File: src/rtl/keccak_pkg.sv
// Shared types and constants for the keccak message packer: word geometry,
// FSM state encoding and the byte-placement helper.
package keccak_pkg;
  localparam int WORD_W         = 32;
  localparam int BYTES_PER_WORD = 4;
  localparam int BNUM_W         = 2;
  localparam int CNT_W          = $clog2(BYTES_PER_WORD);

  typedef enum logic [2:0] {
    IDLE  = 3'd0,
    CLR   = 3'd1,
    PACK  = 3'd2,
    DRAIN = 3'd3,
    FLUSH = 3'd4,
    WAIT  = 3'd5
  } state_t;

  // Big-endian placement: byte index 0 lands in the top byte of the word.
  function automatic logic [WORD_W-1:0] place_byte(input logic [WORD_W-1:0] w,
                                                   input logic [7:0]        b,
                                                   input logic [CNT_W-1:0]  idx);
    logic [WORD_W-1:0] r;
    r = w;
    for (int i = 0; i < BYTES_PER_WORD; i++)
      if (idx == CNT_W'(i)) r[WORD_W-1-8*i -: 8] = b;
    return r;
  endfunction
endpackage

File: src/rtl/keccak_word_assembler.sv
// Byte-to-word assembler: tracks the byte index and the partially built word,
// flagging the byte that completes a word or ends the message.
module keccak_word_assembler
  import keccak_pkg::*;
(
  input  logic              clk,
  input  logic              reset_n,
  input  logic              clr,
  input  logic              accept,
  input  logic [7:0]        data,
  input  logic              last,
  output logic [WORD_W-1:0] word,
  output logic              word_done,
  output logic [CNT_W-1:0]  last_cnt
);
  logic [CNT_W-1:0]  cnt_q;
  logic [WORD_W-1:0] asm_q;

  // word already includes the byte being accepted this cycle
  assign word      = place_byte(asm_q, data, cnt_q);
  assign word_done = accept && (last || cnt_q == CNT_W'(BYTES_PER_WORD-1));
  assign last_cnt  = cnt_q;

  always_ff @(posedge clk or negedge reset_n) begin
    if (!reset_n) begin
      cnt_q <= '0;
      asm_q <= '0;
    end else if (clr) begin
      cnt_q <= '0;
      asm_q <= '0;
    end else if (accept) begin
      cnt_q <= cnt_q + 1'b1;
      asm_q <= word_done ? '0 : word;
    end
  end
endmodule

File: src/rtl/keccak_msg_packer.sv
// Byte-stream to keccak-core word feeder with per-message core reset, pad word
// and digest wait. Optional msg_len counter enabled by KECCAK_MSG_PACKER_LEN_EN.
module keccak_msg_packer
  import keccak_pkg::*;
#(
  parameter bit WAIT_DIGEST = 1'b1
`ifdef KECCAK_MSG_PACKER_LEN_EN
  , parameter int LEN_W = 16
`endif
) (
  input  logic              clk,
  input  logic              reset_n,
  input  logic [7:0]        s_data,
  input  logic              s_valid,
  input  logic              s_last,
  output logic              s_ready,
  output logic              core_reset,
  output logic [WORD_W-1:0] k_in,
  output logic              k_in_ready,
  output logic              k_is_last,
  output logic [BNUM_W-1:0] k_byte_num,
  input  logic              k_buffer_full,
  input  logic              k_out_ready,
  output logic              busy,
  output logic              msg_done
`ifdef KECCAK_MSG_PACKER_LEN_EN
  , output logic [LEN_W-1:0] msg_len
`endif
);
  state_t            state_q, state_d;
  logic              slot_free, xfer, accept, msg_done_d;
  logic [WORD_W-1:0] word;
  logic              word_done;
  logic [CNT_W-1:0]  last_cnt;
  logic              short_last;

  assign slot_free  = !k_in_ready || !k_buffer_full;
  assign xfer       = k_in_ready && !k_buffer_full;
  assign accept     = s_valid && s_ready;
  assign short_last = s_last && (last_cnt != CNT_W'(BYTES_PER_WORD-1));
  assign busy       = (state_q != IDLE);

  keccak_word_assembler u_asm (
    .clk       (clk),
    .reset_n   (reset_n),
    .clr       (state_q == CLR),
    .accept    (accept),
    .data      (s_data),
    .last      (s_last),
    .word      (word),
    .word_done (word_done),
    .last_cnt  (last_cnt)
  );

  always_comb begin
    state_d    = state_q;
    s_ready    = 1'b0;
    core_reset = 1'b0;
    msg_done_d = 1'b0;
    case (state_q)
      IDLE:  if (s_valid) state_d = CLR;
      CLR: begin
        core_reset = 1'b1;
        state_d    = PACK;
      end
      PACK: begin
        s_ready = slot_free;
        // a last byte that fills a word still owes the core a zero pad word
        if (accept && s_last) state_d = short_last ? DRAIN : FLUSH;
      end
      FLUSH: if (slot_free) state_d = DRAIN;
      DRAIN: begin
        if (xfer) begin
          if (WAIT_DIGEST) state_d = WAIT;
          else begin
            state_d    = IDLE;
            msg_done_d = 1'b1;
          end
        end
      end
      WAIT: begin
        if (k_out_ready) begin
          state_d    = IDLE;
          msg_done_d = 1'b1;
        end
      end
      default: state_d = IDLE;
    endcase
  end

  always_ff @(posedge clk or negedge reset_n) begin
    if (!reset_n) begin
      state_q    <= IDLE;
      msg_done   <= 1'b0;
      k_in       <= '0;
      k_in_ready <= 1'b0;
      k_is_last  <= 1'b0;
      k_byte_num <= '0;
    end else begin
      state_q  <= state_d;
      msg_done <= msg_done_d;
      if (word_done) begin
        k_in       <= word;
        k_in_ready <= 1'b1;
        k_is_last  <= short_last;
        k_byte_num <= short_last ? BNUM_W'(last_cnt + 1'b1) : '0;
      end else if (state_q == FLUSH && slot_free) begin
        k_in       <= '0;
        k_in_ready <= 1'b1;
        k_is_last  <= 1'b1;
        k_byte_num <= '0;
      end else if (xfer) begin
        k_in_ready <= 1'b0;
        k_is_last  <= 1'b0;
        k_byte_num <= '0;
      end
    end
  end

`ifdef KECCAK_MSG_PACKER_LEN_EN
  // saturating byte count; only PACK accepts bytes, so it freezes afterwards
  always_ff @(posedge clk or negedge reset_n) begin
    if (!reset_n)                      msg_len <= '0;
    else if (state_q == CLR)           msg_len <= '0;
    else if (accept && msg_len != '1)  msg_len <= msg_len + 1'b1;
  end
`endif
endmodule

File: config.mk
export PLATFORM = sky130hd
export DESIGN_NAME = keccak_msg_packer
export DESIGN_NICKNAME = d
export VERILOG_FILES = /design/src/rtl/keccak_pkg.sv /design/src/rtl/keccak_word_assembler.sv /design/src/rtl/keccak_msg_packer.sv
export SDC_FILE = /design/constraint.sdc
export NUM_CORES = 1
export LEC_CHECK = 0
export ABC_AREA = 1
export CORE_ASPECT_RATIO = 1.4
export CORE_MARGIN = 2
export CORE_UTILIZATION = 40
export DETAILED_ROUTE_END_ITERATION = 10
export MAX_ROUTING_LAYER = met4
export PLACE_DENSITY = 0.63
export SETUP_SLACK_MARGIN = 0.2
export SYNTH_ARGS = -nofsm -noshare
export SYNTH_HDL_FRONTEND = slang
export SYNTH_SLANG_ARGS = --single-unit
File: constraint.sdc
create_clock -name clk -period 2.7 [get_ports clk]
set_input_delay 0.54 -clock clk [delete_from_list [all_inputs] [get_ports clk]]
set_output_delay 0.54 -clock clk [all_outputs]
set_load 0.01 [all_outputs]
-- Yosys cells after proc, flatten, opt, wreduce, memory -nomap -nowiden
Cells that the tools add are included.
- mux-type cells: 30
- reduce and logical (&&, ||, !) cells: 17
- equality and inequality tests: 14
- add/subtract/negate cells: 1
- operator list (operator ; number):
    2-to-1 mux 32 bit ; 5
    2-to-1 mux 8 bit ; 4
    2-to-1 mux 3 bit ; 6
    one-hot mux 3 bit (6 select lines) ; 1
    2-to-1 mux 2 bit ; 6
    inequality test 2 bit, second input constant ; 6
    2-to-1 mux 1 bit ; 8
    equality test 3 x 2 -> 1 bit, second input constant ; 2
    equality test 3 bit, second input constant ; 2
    logical AND 1 bit ; 6
    nonzero test 3 bit ; 2
    AND reduction 5 bit ; 1
    equality test 2 bit, second input constant ; 2
    nonzero test 2 bit ; 2
    equality test 3 x 1 -> 1 bit, second input constant ; 1
    logical NOT 3 bit ; 1
    adder 2 x 1 -> 2 bit, second input constant ; 1
    equality test 2 x 1 -> 1 bit, second input constant ; 1
    logical NOT 1 bit ; 2
    logical NOT 2 bit ; 1
    logical OR 1 bit ; 2
- flip-flop bits (word level): 74

-- Depth between registers and ports, before layout
Gate-level depths: netlist (run 1).
- depth after elaboration: 8
- mapped depth: 9
- mapped depth without buffers: 7

-- By module
Synthesis (run 1) repeated with hierarchy kept, for this count alone.
- cell total of the unflattened synthesis: 466
- area total of the unflattened synthesis: 3593.4 µm²
- modules (own cells, without submodules) (module ; area an instance (µm²) ; instances ; cells an instance):
    keccak_word_assembler ; 1804.2 ; 1 ; 258
    keccak_msg_packer ; 1789.2 ; 1 ; 208

-- Worst setup path before layout (run 1)
No wires, ideal clock.
- kind: input to output
- start: input port k_buffer_full
- end: output port s_ready
- stages on the path: 3
- data required time: 2.160 ns
- setup slack: 1.111 ns
- arrival: 1.049 ns
- buffers on the path: 0
- cell sequence: nand2_1 -> inv_1 -> nor2_1
- cells in the longest elaborated chain, start to end: 3
- ends and longest elaborated chain (element ; line ; text):
    from (decl) ; keccak_msg_packer.sv:22 ; input logic k_buffer_full,
    logical NOT 1 bit ; keccak_msg_packer.sv:37 ; assign slot_free = !k_in_ready || !k_buffer_full;
    logical OR 1 bit ; keccak_msg_packer.sv:37 ;
    2-to-1 mux 1 bit ; keccak_msg_packer.sv:60 ; case (state_q)
    to (decl) ; keccak_msg_packer.sv:16 ; output logic s_ready,
Every way passes these cells.

-- Worst setup path after layout (run 1)
- start: register state_q[2]
- end: output port core_reset
- cells in the longest elaborated chain, start to end: 2
- ends and longest elaborated chain (element ; line ; text):
    from (decl) ; keccak_msg_packer.sv:30 ; state_t state_q, state_d;
    from (signal assigned) ; keccak_msg_packer.sv:100 ; state_q <= state_d;
    equality test 3 x 1 -> 1 bit ; keccak_msg_packer.sv:60 ;
    2-to-1 mux 1 bit ; keccak_msg_packer.sv:60 ;
    to (decl) ; keccak_msg_packer.sv:17 ; output logic core_reset,
Every way passes these cells.

==> flow_metrics.py, run 1 <==
metrics = {
    "timing": {
        "fin_skew_ps": 6.46,
        "slew_headroom_pct": 61.5,
        "finalHoldWorstSlack_ps": 220,
        "final_hold_viol_count": 0,
        "setup_slack_ps": 333,
        "worst_pin_slew_ps": 576,
        "tns_ps": 0,
        "report.final.slew_viol_count": 0,
        "min_period_ps": 2370,
        "finalCritPeriodShare_pct": 87.7,
        "setup_viol": 0,
        "fmax_mhz": 423,
        "rsz0062_at_grt": "false",
    },
    "pwr": {
        "p_sw_share_pct": 34.5,
        "power_frac_seq_pct": 36.6,
        "p_switching_w": 0.00144,
        "power.leakage_nw": 2.11,
        "ir_drop_v": 0.000499,
        "cellPowerDensity_nw_per_um2": 949,
        "p_comb_share_pct": 34.7,
        "internal-power_w": 0.00273,
        "p_clk_share_pct": 28.7,
    },
    "setup_path": {
        "cp.required_ps": 2160,
        "cpPeakStageDelay_ps": 530,
        "r2r_start": "u_asm.last_cnt[0]",
        "worst-endpoint-arrival_ps": 1830,
        "cp_max_fo": 7,
        "critPathLaunch": "state_q[2]",
        "slowest_stage": "clkdlybuf4s50_1",
        "critPathLaunchType": "register",
        "crit_type": "reg2out",
        "rr_endpoint": "k_in[14]",
        "path_buf_inv": 3,
        "cp.depth": 4,
        "cp_top_family": "buffers and inverters",
        "r2r_slack_ps": 750,
        "endpoint": "core_reset",
        "worstRegToRegCells": 7,
        "path_cells": "inv_6 > nand3_1 > inv_1 > clkdlybuf4s50_1",
        "cp-end-kind": "output pin",
    },
    "run": {
        "cap_violations": 0,
    },
    "clocking": {
        "cts_tree": "done",
        "cts_sinks": 74,
        "cts_resized": 0,
        "cts_buffer_depth": 2,
        "cts_made_buffers": 9,
        "cts-root-buf": "clkbuf_16",
        "ctsHoldBuffers": 0,
        "htree_levels": 3,
        "clk_pin_slew_ps": 50,
        "worstSkewPairLatency_ps": 340,
        "cts_setup_buffers": 0,
    },
    "finish": {
        "seqCellArea_sq_um": 1850,
        "num-nets-final": 495,
        "multi_input_area_sq_um": 1340,
        "drive_gt1_share_pct": 6.02,
        "fin_util_pct": 51.0,
        "antenna_cells": 0,
        "syn_to_final_growth_pct": 23.9,
        "fillers": 826,
    },
    "placement": {
        "dpl.hpwl_microns": 5330,
        "post-place-ws_ps": 411,
        "place.gp.congestion": 0.793,
        "numPortBuffers": 53,
    },
    "synth": {
        "synth.top_cell.area_share_pct": 52.3,
        "yosys-top-cells-area": "dfrtp_1, nand2_1, o21ai_0",
        "syn_area_sq_um": 3540,
        "synthFlopType": "dfrtp_1",
        "yosysMostFrequentCell": "nand2_1",
        "synth_edf_count": 0,
        "yosysTopAreaCell": "dfrtp_1",
        "syn_inst": 429,
        "yosys-top-cells-count": "nand2_1, dfrtp_1, o21ai_0",
        "synth-async-reset-ratio_pct": 100,
        "synth_area_per_cell_sq_um": 8.25,
        "synthesis.nets": 447,
        "synth-warning-count": 0,
        "synth_seq_cells": 74,
        "synth_cell_type_count": 28,
        "yosysSeqAreaShare_pct": 52.3,
    },
    "min_path": {
        "min_path_type": "in2async",
    },
    "floorplan": {
        "io_pins": 54,
        "die_h_microns": 115,
        "die_w_microns": 83.5,
        "rows": 40,
        "die_area_sq_um": 9630,
        "start_util_pct": 41.1,
        "core-area_sq_um": 8610,
    },
    "grt": {
        "gr-usage-met3_pct": 4.09,
        "grt_max_degree": 75,
        "first_global_vias": 2791,
        "busiest_layer": "met2",
        "antenna_found_initial": 0,
        "grt_pass1_wl_microns": 13800,
        "use_met2_pct": 28.9,
        "grt_use_met1_pct": 24.4,
        "gr-usage-all-layers_pct": 18.9,
        "grt_overflow_total": 0,
    },
    "detailed_routing": {
        "drtAntennaViolNets": 0,
        "wire_per_inst_microns": 13.9,
        "drt_iter0_drc": 210,
        "vias": 2968,
        "drc_errors": 0,
        "dr.pass1.iters": 4,
        "wl_microns": 8170,
        "routed_via_density": 5.06,
    },
    "outcome": {
        "status": "complete, no violations",
    },
}
placed cells by master (no fill, tap or decap), types with 4 or more instances in the layout:
cell type,n
nand2_1,148
dfrtp_1,74
o21ai_0,54
clkdlybuf4s50_1,52
inv_1,46
nand3_1,44
o21ai_1,10
clkbuf_16,9
nor2_1,8
nand4_1,4
ha_1,4
buf_4,4
registers in the layout, summed over array words and instances (netlist names):
signal	cells
state_q	3
u_asm.asm_q	32
k_in	32
u_asm.last_cnt	2
k_is_last	1
k_in_ready	1
msg_done	1
k_byte_num	2
final cells by class:
cell class              instances  share of cell area, %
flip-flops and latches         74                   42.2
repair buffers                 58                   13.1
clock buffers                  14                   6.02
clock inverters                 2                  0.799
inverters                      48                   4.25
multi-input cells             286                   30.6
well taps                     105                   2.99
per-layer routing:
layer,share of wire (%),wire length (microns),up-vias
met5,0,0,-
met4,2.1,168,0
met3,3.9,317,9
met2,48,3960,77
met1,46,3720,1423
li1,-,-,1459
cells by family (layout without fill, tap and decap cells):
logic type      Yosys count  count (layout)  synth area share (%)
simple gates            213             213                  26.3
fa+ha+maj                 4               4                  1.41
mux                       1               1                 0.318
buf+inv                  69             122                  9.79
flops                    74              74                  52.3
compound gates           68              68                  9.86
power groups by stage:
stage / clock network, W / registers [W] / logic, W
2_1_floorplan: 0 / 0.00159 / 0.000827
3_3_place_gp: 0 / 0.00154 / 0.00144
3_5_place_dp: 0 / 0.00154 / 0.00146
4_1_cts: 0.00123 / 0.00153 / 0.00147
5_1_grt: 0.00129 / 0.00156 / 0.00162
6_report: 0.00120 / 0.00152 / 0.00144
worst min path at each step:
| stage | from | end | slack, ps | cells after the start |
|---|---|---|---|---|
| 2_1_floorplan | reset_n | k_byte_num[0] | 240 | 0 |
| 3_3_place_gp | k_in[2] | k_in[2] | 480 | 2 |
| 3_5_place_dp | k_in[19] | k_in[19] | 490 | 2 |
| 4_1_cts | reset_n | k_in[17] | 240 | 2 |
| 5_1_grt | reset_n | state_q[2] | 250 | 2 |
| 6_report | reset_n | state_q[2] | 220 | 2 |
per-stage QoR:
step	cell area, sq um	power, W	std cells
3_5_place_dp	4090	0.00300	571
2_1_floorplan	3540	0.00241	429
5_1_grt	4390	0.00446	587
3_3_place_gp	4090	0.00298	571
6_report	4390	0.00416	587
4_1_cts	4390	0.00422	587
Power figures use the tool's default switching activity.
==> run 2: changes to the inputs <==
Settings changed: ABC_AREA 1 to default, ABC_CLOCK_PERIOD_IN_PS from default to 2700, PLACE_DENSITY 0.63 to 0.64.
==> run 2 against run 1 <==
  * First-iteration DRC count is 25% lower
  * Final cell count is 29% lower
  * Synthesized cell count is 41% lower
  * Largest power group is now combinational cells
  * Critical endpoint is now busy
  * Utilization rose by 1.4 points
  * Sequential power barely moved
==> flow_metrics.py, run 2 <==
metrics = {
    "detailed_routing": {
        "routed_via_density": 5.48,
        "vias": 2286,
        "wl_microns": 7560,
        "drc_errors": 0,
        "wire_per_inst_microns": 18.1,
        "dr.pass1.iters": 4,
        "drtAntennaViolNets": 0,
        "drt_iter0_drc": 157,
    },
    "synth": {
        "yosysSeqAreaShare_pct": 57.2,
        "yosys-top-cells-count": "dfrtp_1, mux2i_1, o2bb2ai_1",
        "yosysMostFrequentCell": "dfrtp_1",
        "synth.top_cell.area_share_pct": 57.2,
        "yosys-top-cells-area": "dfrtp_1, mux2i_1, o2bb2ai_1",
        "synth_cell_type_count": 42,
        "syn_inst": 253,
        "yosysTopAreaCell": "dfrtp_1",
        "synthFlopType": "dfrtp_1",
        "synth_edf_count": 0,
        "syn_area_sq_um": 3240,
        "synth-warning-count": 0,
        "synth_seq_cells": 74,
        "synth_area_per_cell_sq_um": 12.8,
        "synthesis.nets": 271,
        "synth-async-reset-ratio_pct": 100,
    },
    "clocking": {
        "cts_sinks": 74,
        "cts_buffer_depth": 2,
        "htree_levels": 3,
        "worstSkewPairLatency_ps": 350,
        "cts_made_buffers": 9,
        "cts_tree": "done",
        "ctsHoldBuffers": 0,
        "clk_pin_slew_ps": 80,
        "cts-root-buf": "clkbuf_8",
    },
    "grt": {
        "grt_max_degree": 32,
        "grt_pass1_wl_microns": 12700,
        "grt_overflow_total": 0,
        "gr-usage-all-layers_pct": 19.2,
        "antenna_found_initial": 0,
        "first_global_vias": 2410,
    },
    "finish": {
        "syn_to_final_growth_pct": 26.2,
        "reg_top3": "k_in (32), u_asm.asm_q (32), state_q (3)",
        "multi_input_area_sq_um": 1290,
        "antenna_cells": 0,
        "drive_gt1_share_pct": 12.3,
        "fillers": 706,
        "fin_util_pct": 52.4,
        "num-nets-final": 330,
        "final_cell_mix": "dfrtp_1, clkdlybuf4s50_1, mux2i_1",
        "final_common_cell": "dfrtp_1",
        "seqCellArea_sq_um": 1850,
        "stdcell_count": 417,
    },
    "setup_path": {
        "worstRegToRegCells": 5,
        "critPathLaunchType": "register",
        "rr_endpoint": "u_asm.asm_q[25]",
        "worst-endpoint-arrival_ps": 1750,
        "slowest_stage": "clkdlybuf4s50_1",
        "crit_type": "reg2out",
        "r2r_start": "u_asm.last_cnt[0]",
        "cp-end-kind": "output pin",
        "cp.required_ps": 2160,
        "cpPeakStageDelay_ps": 480,
        "cp_max_fo": 15,
        "r2r_slack_ps": 650,
        "path_cells": "buf_4 > or3_1 > clkdlybuf4s50_1",
    },
    "min_path": {
        "min_path_type": "in2async",
    },
    "pwr": {
        "p_switching_w": 0.00137,
        "p_comb_share_pct": 41.6,
        "ir_drop_v": 0.000536,
        "power_frac_seq_pct": 39.1,
        "p_sw_share_pct": 35.0,
        "power.leakage_nw": 1.84,
        "internal-power_w": 0.00254,
        "cellPowerDensity_nw_per_um2": 957,
        "p_clk_share_pct": 19.3,
    },
    "timing": {
        "min_period_ps": 2290,
        "rsz0062_at_grt": "false",
        "final_hold_viol_count": 0,
        "fin_skew_ps": 6.67,
        "worst_pin_slew_ps": 611,
        "tns_ps": 0,
        "finalCritPeriodShare_pct": 84.8,
        "setup_viol": 0,
        "fmax_mhz": 437,
        "slew_headroom_pct": 59.2,
        "report.final.slew_viol_count": 0,
    },
    "outcome": {
        "status": "complete, no violations",
    },
    "placement": {
        "numPortBuffers": 53,
        "dpl.hpwl_microns": 5090,
        "dp.cells": 400,
        "place.gp.congestion": 0.775,
    },
    "floorplan": {
        "die_w_microns": 80.0,
        "die_h_microns": 110,
        "io_pins": 54,
        "core-area_sq_um": 7800,
        "die_area_sq_um": 8830,
        "rows": 38,
        "start_util_pct": 41.5,
    },
    "run": {
        "cap_violations": 0,
    },
}
run 2: worst max path at each step:
| stage | cells after the start | slack (ps) | start | to |
|---|---|---|---|---|
| 2_1_floorplan | 6 | 840 | u_asm.last_cnt[0] | u_asm.asm_q[24] |
| 3_3_place_gp | 4 | 210 | k_buffer_full | s_ready |
| 3_5_place_dp | 4 | 190 | k_buffer_full | s_ready |
| 4_1_cts | 4 | 240 | k_buffer_full | s_ready |
| 5_1_grt | 3 | 330 | state_q[0] | busy |
| 6_report | 3 | 410 | state_q[0] | busy |
run 2: cells by family (layout without fill, tap and decap cells):
group | after synthesis | in the layout | share of synthesized area [%]
compound gates | 74 | 74 | 19.1
xor+xnor | 1 | 1 | 0.271
fa+ha+maj | 4 | 4 | 1.55
buf+inv | 22 | 86 | 2.98
flops | 74 | 74 | 57.2
mux | 34 | 34 | 10.6
simple gates | 44 | 44 | 8.35
run 2: through the flow:
step	hold WS, ps	setup WS (ps)	power (W)	area, sq um
global placement	476	208	0.00314	3890
finish	163	412	0.00391	4080
detailed placement	472	193	0.00316	3890
floorplan	244	835	0.00244	3240
CTS	160	242	0.00395	4080
global route	193	326	0.00417	4080
run 2: what timing repair did:
item                       4_1_cts  5_1_grt
gates resized for setup          3        3
setup endpoints to repair        2        2
pin swaps                        0        0
setup buffers                    1        0
run 2: area by class of cell:
| cell class | count | area share (%) |
|---|---|---|
| inverter | 4 | 0.368 |
| sequential | 74 | 45.4 |
| clock inverter | 5 | 0.735 |
| clock buffer | 11 | 3.46 |
| timing repair buffer | 66 | 15.4 |
| tap | 100 | 3.06 |
| multi-input combinational | 157 | 31.6 |
run 2: worst max-delay path: cells and delay by family, from the launching register on:
kind	cells	cell delay, ps
buf+inv	2	670
flops	1	390
simple gates	1	340
run 2: power groups by stage:
| stage | Sequential (W) | Clock (W) | Combinational, W |
|---|---|---|---|
| 4_1_cts | 0.00153 | 0.000779 | 0.00164 |
| 5_1_grt | 0.00157 | 0.000830 | 0.00177 |
| 3_5_place_dp | 0.00155 | 0 | 0.00160 |
| 6_report | 0.00153 | 0.000754 | 0.00162 |
| 2_1_floorplan | 0.00158 | 0 | 0.000859 |
| 3_3_place_gp | 0.00155 | 0 | 0.00159 |
run 2: metal layers:
metal	vias to the layer above	GRT usage, %	routed length (microns)
met5	-	-	0
met3	8	4.49	283
met4	0	6.78	116
met1	1142	26.4	3490
met2	68	27.9	3680
li1	1068	-	-
